<file path="src/rtl/timer_sched.sv">
// timer_sched: round-robin scheduler sharing one countdown timer among
// N_REQ requesters. The granted requester's duration is loaded at grant,
// counted down (with pause/abort/voluntary release), and a one-cycle trigger
// pulse is returned to the owner on expiry.
//
// Ports:
//   clk       system clock, rising edge
//   reset     asynchronous active-high reset
//   req       per-requester request level, held until trigger or release
//   duration  packed durations, slice i = duration[i*CNT_W +: CNT_W]
//   pause     freeze the running count (level)
//   abort     cancel current timing without trigger
//   grant     one-hot owner, zero when idle
//   trigger   one-cycle expiry pulse to the owner
//   busy      high in COUNTING, PAUSED or DONE
//   count     remaining count
//
// state    | meaning
// ---------+-----------------------------------------------------------
// IDLE     | no owner; pick next requester round-robin from last+1
// COUNTING | owner holds the timer, count decrements each cycle
// PAUSED   | owner holds the timer, count frozen
// DONE     | trigger/grant high for one cycle, then back to IDLE

module timer_sched #(
  parameter int N_REQ = 4,
  parameter int CNT_W = 16
) (
  input  logic                   clk,
  input  logic                   reset,
  input  logic [N_REQ-1:0]       req,
  input  logic [N_REQ*CNT_W-1:0] duration,
  input  logic                   pause,
  input  logic                   abort,
  output logic [N_REQ-1:0]       grant,
  output logic [N_REQ-1:0]       trigger,
  output logic                   busy,
  output logic [CNT_W-1:0]       count
);

  localparam int IDX_W = (N_REQ > 1) ? $clog2(N_REQ) : 1;

  typedef enum logic [1:0] {
    IDLE     = 2'd0,
    COUNTING = 2'd1,
    PAUSED   = 2'd2,
    DONE     = 2'd3
  } state_t;

  state_t           state;
  logic [IDX_W-1:0] last;
  logic [IDX_W-1:0] owner;

  logic             win_found;
  logic [IDX_W-1:0] win_idx;
  logic [IDX_W-1:0] cand;
  logic [N_REQ-1:0] win_onehot;
  logic [CNT_W-1:0] win_dur;

  // Round-robin search: first set req bit starting at last+1, wrapping.
  always_comb begin
    win_found = 1'b0;
    win_idx   = '0;
    cand      = '0;
    for (int i = 1; i <= N_REQ; i++) begin
      cand = IDX_W'((int'(last) + i) % N_REQ);
      if (!win_found && req[cand]) begin
        win_found = 1'b1;
        win_idx   = cand;
      end
    end
  end

  always_comb begin
    win_onehot          = '0;
    win_onehot[win_idx] = 1'b1;
  end

  assign win_dur = duration[int'(win_idx)*CNT_W +: CNT_W];

  // Owner's own request going low counts as a voluntary release.
  logic owner_release;
  assign owner_release = abort || !req[owner];

  always_ff @(posedge clk or posedge reset) begin
    if (reset) begin
      state   <= IDLE;
      grant   <= '0;
      trigger <= '0;
      busy    <= 1'b0;
      count   <= '0;
      last    <= IDX_W'(N_REQ - 1);
      owner   <= '0;
    end else begin
      case (state)
        IDLE: begin
          trigger <= '0;
          if (win_found) begin
            grant <= win_onehot;
            last  <= win_idx;
            owner <= win_idx;
            count <= win_dur;
            busy  <= 1'b1;
            if (win_dur == '0) begin
              // Zero duration expires immediately: grant and trigger together.
              state   <= DONE;
              trigger <= win_onehot;
            end else begin
              state <= COUNTING;
            end
          end
        end

        COUNTING: begin
          if (owner_release) begin
            state <= IDLE;
            grant <= '0;
            count <= '0;
            busy  <= 1'b0;
          end else if (pause) begin
            state <= PAUSED;
          end else if (count <= CNT_W'(1)) begin
            // Expiry; decrement only ever happens from values >= 2.
            state   <= DONE;
            count   <= '0;
            trigger <= grant;
          end else begin
            count <= count - CNT_W'(1);
          end
        end

        PAUSED: begin
          if (owner_release) begin
            state <= IDLE;
            grant <= '0;
            count <= '0;
            busy  <= 1'b0;
          end else if (!pause) begin
            // Resume edge does not decrement.
            state <= COUNTING;
          end
        end

        DONE: begin
          state   <= IDLE;
          grant   <= '0;
          trigger <= '0;
          busy    <= 1'b0;
          count   <= '0;
        end

        default: begin
          state   <= IDLE;
          grant   <= '0;
          trigger <= '0;
          busy    <= 1'b0;
          count   <= '0;
        end
      endcase
    end
  end

endmodule

</file>
<file path="config.mk">
export PLATFORM = sky130hd
export DESIGN_NAME = timer_sched
export DESIGN_NICKNAME = d
export VERILOG_FILES = /design/src/rtl/timer_sched.sv
export SDC_FILE = /design/constraint.sdc
export NUM_CORES = 1
export LEC_CHECK = 0
export ABC_AREA = 0
export CAP_MARGIN = 20
export CORE_MARGIN = 3
export CORE_UTILIZATION = 48
export DETAILED_ROUTE_END_ITERATION = 12
export PLACE_DENSITY_LB_ADDON = 0.12
export SLEW_MARGIN = 20
export SYNTH_ARGS = -nofsm -noshare
export SYNTH_HDL_FRONTEND = slang
export SYNTH_SLANG_ARGS = --single-unit
</file>
<file path="constraint.sdc">
create_clock -name clk -period 6.3 [get_ports clk]
set_input_delay 0.945 -clock clk [delete_from_list [all_inputs] [get_ports clk]]
set_output_delay 0.945 -clock clk [all_outputs]
set_load 0.01 [all_outputs]
</file>
# After elaboration in Yosys (flattened, before gate mapping)
# Cells that the tools add are included.
dict set report op_classes {
  n_addsub 5
  order_cmp 8
  n_eq_ne 12
  n_shift 1
  mux 46
  n_reduce_logical 18
}
# op n
set op_table {}
lappend op_table {{16-bit two-way mux} 5}
lappend op_table {{16-bit one-hot mux with 4 select lines} 1}
lappend op_table {{64-bit by 7-bit variable part select with 16-bit output} 1}
lappend op_table {{4-bit two-way mux} 7}
lappend op_table {{4-bit one-hot mux with 3 select lines} 2}
lappend op_table {{2-bit two-way mux} 11}
lappend op_table {{2-bit by 3-bit less-than comparator with 1-bit output, second input constant} 6}
lappend op_table {{16-bit by 1-bit less-or-equal comparator with 1-bit output, second input constant} 1}
lappend op_table {{16-bit zero test} 1}
lappend op_table {{16-bit by 1-bit subtractor with 16-bit output, second input constant} 1}
lappend op_table {{1-bit two-way mux} 12}
lappend op_table {{1-bit binary-select mux with 2-bit select} 5}
lappend op_table {{2-bit != test, second input constant} 5}
lappend op_table {{2-bit one-hot mux with 4 select lines} 1}
lappend op_table {{3-bit != test, second input constant} 2}
lappend op_table {{3-bit AND reduction} 2}
lappend op_table {{2-bit by 1-bit adder with 2-bit output, second input constant} 2}
lappend op_table {{2-bit adder, second input constant} 2}
lappend op_table {{2-bit == test, second input constant} 2}
lappend op_table {{1-bit logical AND} 4}
lappend op_table {{1-bit zero test} 4}
lappend op_table {{4-bit != test, second input constant} 1}
lappend op_table {{2-bit AND reduction} 2}
lappend op_table {{4-bit AND reduction} 1}
lappend op_table {{other kinds (9)} 9}
dict set report word_totals {
  register_bits 31
  input_bits 72
  out_inout_bits 25
  wordCells 97
}

# Longest topological paths before layout
# Gate-level depths: netlist of the first run.
dict set report depth {
  word_depth 20
  ltp_mapped 9
  depth_no_buf 8
}

# Least setup slack after synthesis of the first run
# Ideal clock, no wire load.
dict set report synth_path {
  kind {input port to flip-flop}
  start {input port req[3]}
  end {register state[1]}
  arrival_time_ns 3.231
  t_required_ns 6.223
  setup_slack_ns 2.991
  cell_stages 7
  n_path_buf 0
  path_cell_list {nand2b_1 -> o21ai_1 -> a211oi_1 -> mux4_2 -> nor4_1 -> a41oi_1 -> a21oi_1}
}
dict set report synth_between {
  elab_chain_len 17
}
# item line
set synth_lines {}
lappend synth_lines {{start: declaration} 31} ;# input logic [N_REQ-1:0] req,
lappend synth_lines {{1-bit binary-select mux with 2-bit select} 67} ;# if (!win_found && req[cand]) begin
lappend synth_lines {{1-bit two-way mux (not written as such)} 67}
lappend synth_lines {{1-bit two-way mux} 67}
lappend synth_lines {{1-bit zero test} 67}
lappend synth_lines {{1-bit logical AND} 67}
lappend synth_lines {{1-bit two-way mux} 67}
lappend synth_lines {{1-bit zero test} 67}
lappend synth_lines {{1-bit logical AND} 67}
lappend synth_lines {{1-bit two-way mux} 67}
lappend synth_lines {{1-bit zero test} 67}
lappend synth_lines {{1-bit logical AND} 67}
lappend synth_lines {{2-bit two-way mux} 67}
lappend synth_lines {{64-bit by 7-bit variable part select with 16-bit output} 79} ;# assign win_dur = duration[int'(win_idx)*CNT_W +: CNT_W];
lappend synth_lines {{16-bit zero test} 104} ;# if (win_dur == '0) begin
lappend synth_lines {{2-bit two-way mux} 104}
lappend synth_lines {{2-bit two-way mux} 98} ;# if (win_found) begin
lappend synth_lines {{2-bit one-hot mux with 4 select lines} 95} ;# case (state)
lappend synth_lines {{end signal: assignment} 106} ;# state <= DONE;
lappend synth_lines {{end signal: assignment} 109} ;# state <= COUNTING;
lappend synth_lines {{end signal: assignment} 116} ;# state <= IDLE;
lappend synth_lines {{end: declaration} 50} ;# state_t state;
# Parallel ways exist; a longest one is shown, timed or not. The select of a mux whose other input is x is not followed.
# A chain may end at the register's enable or synchronous reset.

# Worst setup path in the final report of the first run
# Same ends and word-level chain as after synthesis.

==> flow_summary.json, run 1 <==
{
  "status": "completed",
  "fillers": 385,
  "antenna_found_initial": 0,
  "drv_cap": 0,
  "place_ws_ns": 1.97,
  "worstHoldPathType": "reg -> reg",
  "core_mm2": 0.00485,
  "yosysSeqAreaShare_pct": 31.3,
  "overflow": 0,
  "nets": 456,
  "placedCellCount": 437,
  "worstMarginPinSlew_ns": 0.842,
  "grt_pass1_wl_um": 12900,
  "crit_fanout": 13,
  "syn_avg_cell_area_um2": 8.72,
  "synth_warnings": 0,
  "max_stage_delay_ns": 0.66,
  "crit_family": "compound AO/OA/AOI/OAI gates",
  "critical_path.slowest_cell": "nor4_1",
  "tns_ns": 0,
  "crit_buf_inv": 2,
  "crit_arrival_ns": 4.28,
  "stdcell_area_mm2": 0.00361,
  "clock-sinks": 31,
  "cts-root-buf": "clkbuf_8",
  "place_area_mm2": 0.00351,
  "die_w_um": 78.0,
  "ys_async_sr_fraction_pct": 100,
  "met3_length_um": 775,
  "remaining_drc_errors": 0,
  "rows": 25,
  "setup_slack_ns": 2.23,
  "cts-resized-gates": 0,
  "start_util_pct": 51.3,
  "rrSetupSlack_ns": 2.83,
  "ys_seq_elements": 31,
  "gr-usage-all-layers_pct": 26.8,
  "cts.clk_slew.worst_paths_ns": 0.06,
  "max-vdd-ir-drop_uv": 230,
  "ctsHoldBuffers": 0,
  "ys_types": 44,
  "multi_input_area_mm2": 0.00162,
  "drtAntennaViolNets": 0,
  "wl_met2_um": 3800,
  "cellLeakagePower_nw": 1.42,
  "required_ns": 6.51,
  "pin_count": 97,
  "first_pass_iters": 7,
  "crit_type": "in -> reg",
  "synth.cell_area_mm2": 0.00248,
  "io_buffers": 96,
  "relSlewSlack_pct": 43.7,
  "setup_viol": 0,
  "start_kind": "input pin",
  "synth-edff-count": 0,
  "syn_inst": 285,
  "fin_cells": 445,
  "vias": 2681,
  "drv_slew": 0,
  "numCtsBuffers": 5,
  "cts.path.max_buffers": 2,
  "drive_above_1_share_pct": 8.73,
  "diodes": 0,
  "cts_tree": "yes",
  "area_growth_syn_to_layout_pct": 45.2,
  "finClkSkew_ns": 0.00429,
  "synth_nets": 364,
  "crit_chain": "clkdlybuf4s50_1 -> nand2b_1 -> o21ai_1 -> a211oi_4 -> buf_4 -> mux4_2 -> nor4_1 -> a41oi_1 -> a21oi_1",
  "dieArea_mm2": 0.00608,
  "gp_congestion": 0.877,
  "htreeDepth": 2,
  "fin_crit_sh_pct": 64.7,
  "max_freq_ghz": 0.246,
  "grt_max_degree": 33,
  "seq_area_um2": 778,
  "highest_layer": "met4",
  "power_density_mw_per_mm2": 400,
  "clk_latency_ns": 0.28,
  "first_global_vias": 2633,
  "hold_violations": 0,
  "cp-end-kind": "flip-flop",
  "ys.flop_type": "dfrtp_1",
  "drtIter0Drc": 207,
  "wl_um": 8010,
  "hpwl_um": 6260,
  "post-cts-setup-buffers": 0,
  "wire_per_inst_um": 18.0,
  "rsz0062_at_grt": "no",
  "die_h_um": 78.0,
  "met1_length_um": 3320,
  "via_per_inst": 6.02,
  "min_period_ns": 4.07
}
==> sequential cells by signal, indices dropped and copies added (netlist names) <==
| signal | count |
|---|---|
| owner | 2 |
| last | 2 |
| trigger | 4 |
| busy | 1 |
| state | 2 |
| count | 16 |
| grant | 4 |
==> placed cells by master, fill, tap and decap left out, types with 9 or more instances in the layout <==
cell type / instances
inv_1: 9
mux2i_1: 18
nor4_1: 12
a21oi_1: 22
nand2_1: 21
nor3_1: 11
dfrtp_1: 29
clkdlybuf4s50_1: 96
a22oi_1: 9
nor2_1: 26
o21ai_0: 31
==> layer usage <==
metal	vias up	track usage, %
met1	1240	34.3
met5	-	0
met2	155	45.1
li1	1267	-
met3	19	6.96
met4	0	6.82
==> cells in the mapped netlist, types with 2 or more instances <==
| cell type | count | area share (%) |
|---|---|---|
| nand4_1 | 2 | 0.50 |
| a22oi_1 | 9 | 2.7 |
| o21ai_1 | 6 | 1.2 |
| nor2b_1 | 3 | 0.76 |
| a211oi_1 | 5 | 1.5 |
| o21ai_0 | 32 | 6.4 |
| a21oi_1 | 22 | 4.4 |
| o211ai_1 | 2 | 0.60 |
| buf_2 | 4 | 0.81 |
| a32oi_1 | 4 | 1.4 |
| o31ai_1 | 4 | 1.2 |
| o41ai_1 | 2 | 0.71 |
| mux2_1 | 3 | 1.4 |
| buf_1 | 2 | 0.30 |
| nor3_1 | 11 | 2.2 |
| a31oi_1 | 3 | 0.76 |
| dfrtp_1 | 29 | 29 |
| o21a_1 | 2 | 0.60 |
| mux2_2 | 4 | 1.8 |
| nand2_1 | 21 | 3.2 |
| mux4_2 | 7 | 6.3 |
| buf_4 | 3 | 0.91 |
| nor4_1 | 12 | 3.0 |
| a22o_1 | 2 | 0.71 |
| nand2b_1 | 7 | 1.8 |
| dfstp_2 | 2 | 2.1 |
| inv_1 | 9 | 1.4 |
| mux2i_1 | 18 | 7.3 |
| nor3b_1 | 2 | 0.60 |
| or4_4 | 3 | 1.4 |
| nor2_1 | 26 | 3.9 |
| ha_1 | 7 | 3.5 |
| clkbuf_1 | 6 | 0.91 |
==> cells by family after synthesis <==
kind of cell | Yosys count | share of synthesized area (%)
compound gates | 97 | 23.9
simple gates | 93 | 19.2
mux | 33 | 17.8
flops | 31 | 31.3
buf+inv | 24 | 4.28
fa+ha+maj | 7 | 3.52
==> power by group <==
part,internal [W],switching [W],total (W)
clock,0.0000997,0.0000755,0.000175
combinational,0.000412,0.000485,0.000897
sequential,0.000285,0.0000869,0.000372
total,0.000797,0.000647,0.00144
==> worst paths after layout <==
| check | from | endpoint | cells past startpoint |
|---|---|---|---|
| max in group asynchronous | reset | last[0] | 3 |
| worst max-delay path | req[3] | state[1] | 9 |
| min in group asynchronous | reset | grant[2] | 3 |
| worst min-delay path | busy | busy | 1 |
| worst min register to register | busy | busy | 1 |
| worst max register to register | last[0] | state[1] | 8 |
==> area by class of cell <==
type	instances	share of cell area (%)
Multi-Input combinational cell	230	44.9
Timing Repair Buffer	100	27.5
Sequential cell	31	21.6
Clock buffer	8	2.77
Tap cell	67	2.32
Inverter	9	0.937
==> metrics by stage <==
stage,hold slack [ns],util (%),total power (W)
floorplan,0.474,-,0.000940
global placement,0.489,72.3,0.00124
detailed placement,0.505,72.3,0.00126
CTS,0.520,74.4,0.00144
global route,0.541,74.4,0.00155
finish,0.511,74.4,0.00144
No activity file was read; power rests on OpenSTA's default activity.
==> run 2: changes to the inputs <==
Settings changed: CORE_UTILIZATION 48 to 40.
Clock period 6.3 ns to 3.6 ns, I/O delays scaled along.
==> run 2 against run 1 <==
Worst setup slack worse by 1.8 ns. Die area rose by 18%. Final cell count rose by 3.8%. Clock power rose by 56%. Sequential share of layout area fell by 0.43 points. Critical path type unchanged. Sequential power up 75%. Design area increased by 2.0%. Largest power group unchanged. Register-to-register slack got worse by 2.3 ns. Critical path depth unchanged. First-iteration DRC count down 12%. Total power up 76%.
==> flow_summary.json, run 2 (same netlist as run 1, synthesis figures left out) <==
{
  "cts_tree": "yes",
  "numCtsBuffers": 5,
  "rows": 28,
  "gp_congestion": 0.861,
  "grt_pass1_wl_um": 13200,
  "core_mm2": 0.00596,
  "post-route-util_pct": 61.8,
  "setup_viol": 0,
  "final_common_cell": "clkdlybuf4s50_1",
  "clock-sinks": 31,
  "met1_length_um": 3530,
  "pin_count": 97,
  "regMostFlops": "count",
  "drtIter0Drc": 182,
  "min_path_cells": 2,
  "largest_reg_flops": 16,
  "cts.path.max_buffers": 2,
  "die_w_um": 84.8,
  "relSlewSlack_pct": 40.7,
  "remaining_drc_errors": 0,
  "ctsHoldBuffers": 0,
  "finClkSkew_ns": 0.00594,
  "rsz0062_at_grt": "no",
  "reg2reg_depth": 8,
  "overflow": 0,
  "cts-resized-gates": 0,
  "wl_um": 8010,
  "start_util_pct": 41.7,
  "cp-startpoint": "req[3]",
  "hold_violations": 0,
  "start_kind": "input pin",
  "layout_common_cells": "96 x clkdlybuf4s50_1, 31 x o21ai_0, 29 x dfrtp_1",
  "cellLeakagePower_nw": 1.47,
  "grt_max_degree": 42,
  "clk_latency_ns": 0.29,
  "whs_endpoint": "grant[0]",
  "hpwl_um": 6310,
  "diodes": 0,
  "io_buffers": 96,
  "via_per_inst": 5.84,
  "crit_fanout": 9,
  "wl_met2_um": 3690,
  "max_freq_ghz": 0.313,
  "hold_ws_ns": 0.514,
  "drive_above_1_share_pct": 11.1,
  "crit_arrival_ns": 3.41,
  "tns_ns": 0,
  "required_ns": 3.82,
  "rrSetupSlack_ns": 0.50,
  "power_density_mw_per_mm2": 688,
  "htreeDepth": 2,
  "met3_length_um": 573,
  "drv_slew": 0,
  "die_h_um": 84.8,
  "reg2reg_from": "count[8]",
  "first_pass_iters": 4,
  "wire_per_inst_um": 17.3,
  "status": "completed",
  "cts-root-buf": "clkbuf_8",
  "vias": 2697,
  "drv_cap": 0,
  "p_total_w": 0.00253,
  "worstMarginPinSlew_ns": 0.888,
  "dieArea_mm2": 0.00719,
  "gr-usage-all-layers_pct": 23.2,
  "worstHoldPathType": "reg -> reg",
  "hold_start": "grant[0]",
  "r2r-end": "count[0]",
  "fillers": 563,
  "crit_type": "in -> reg",
  "highest_layer": "met4",
  "first_global_vias": 2648,
  "cts.clk_slew.worst_paths_ns": 0.07,
  "area_growth_syn_to_layout_pct": 48.1,
  "stdcell_area_mm2": 0.00368,
  "largestRegisters": "count: 16 flops, grant: 4 flops, trigger: 4 flops",
  "post-cts-setup-buffers": 0,
  "drtAntennaViolNets": 0,
  "antenna_found_initial": 0,
  "min_period_ns": 3.19,
  "place_area_mm2": 0.00360,
  "nets": 465,
  "max-vdd-ir-drop_uv": 532,
  "cp-end-kind": "flip-flop",
  "fin_crit_sh_pct": 88.6
}
## run 2: cell types whose count changed in the layout (fill, tap and decap cells not counted), sizes merged
cell    previous run  this run
clkinv             0         3
clkbuf             8         5
buf                4        13
## run 2: how the worst max path moves through the flow
stage,to,slack (ns),depth (start not counted)
6_report,state[1],0.41,9
5_1_grt,state[1],0.19,9
4_1_cts,state[1],0.41,9
3_5_place_dp,state[1],0.09,9
3_3_place_gp,state[1],0.19,9
2_1_floorplan,state[1],0.67,7
## run 2: report_power, final
part | internal (W) | switching (W)
Clock | 0.000132 | 0.000141
Combinational | 0.000765 | 0.000844
Sequential | 0.000498 | 0.000153
Total | 0.00140 | 0.00114
## run 2: area by class of cell
cell class | instances | area (µm²) | share of cell area [%]
well taps | 75 | 93.8 | 2.55
repair buffers | 109 | 1070 | 29.1
clock inverters | 3 | 15.0 | 0.408
multi-input cells | 230 | 1620 | 44.0
flip-flops and latches | 31 | 778 | 21.1
inverters | 9 | 33.8 | 0.918
clock buffers | 5 | 68.8 | 1.87
## run 2: worst max-delay path, cell delays in order
cell and delay [ns]:
clkdlybuf4s50_1 0.49, nand2b_1 0.18, o21ai_1 0.15, a211oi_4 0.58, mux4_2 0.60, nor4_1 0.37
buf_4 0.20, a41oi_1 0.11, a21oi_1 0.19
## run 2: metrics by stage
step                      worst slack (ns)  cells
after CTS                            0.409    462
final                                0.409    462
after floorplan                      0.673    285
after global placement               0.191    454
after detailed placement            0.0941    454
after global routing                 0.190    462
## run 2: layer usage
layer  GRT usage (%)  vias up
met5               0        -
met4            9.06        0
met3            5.53       20
met2            37.2      119
met1            30.4     1273
li1                -     1285
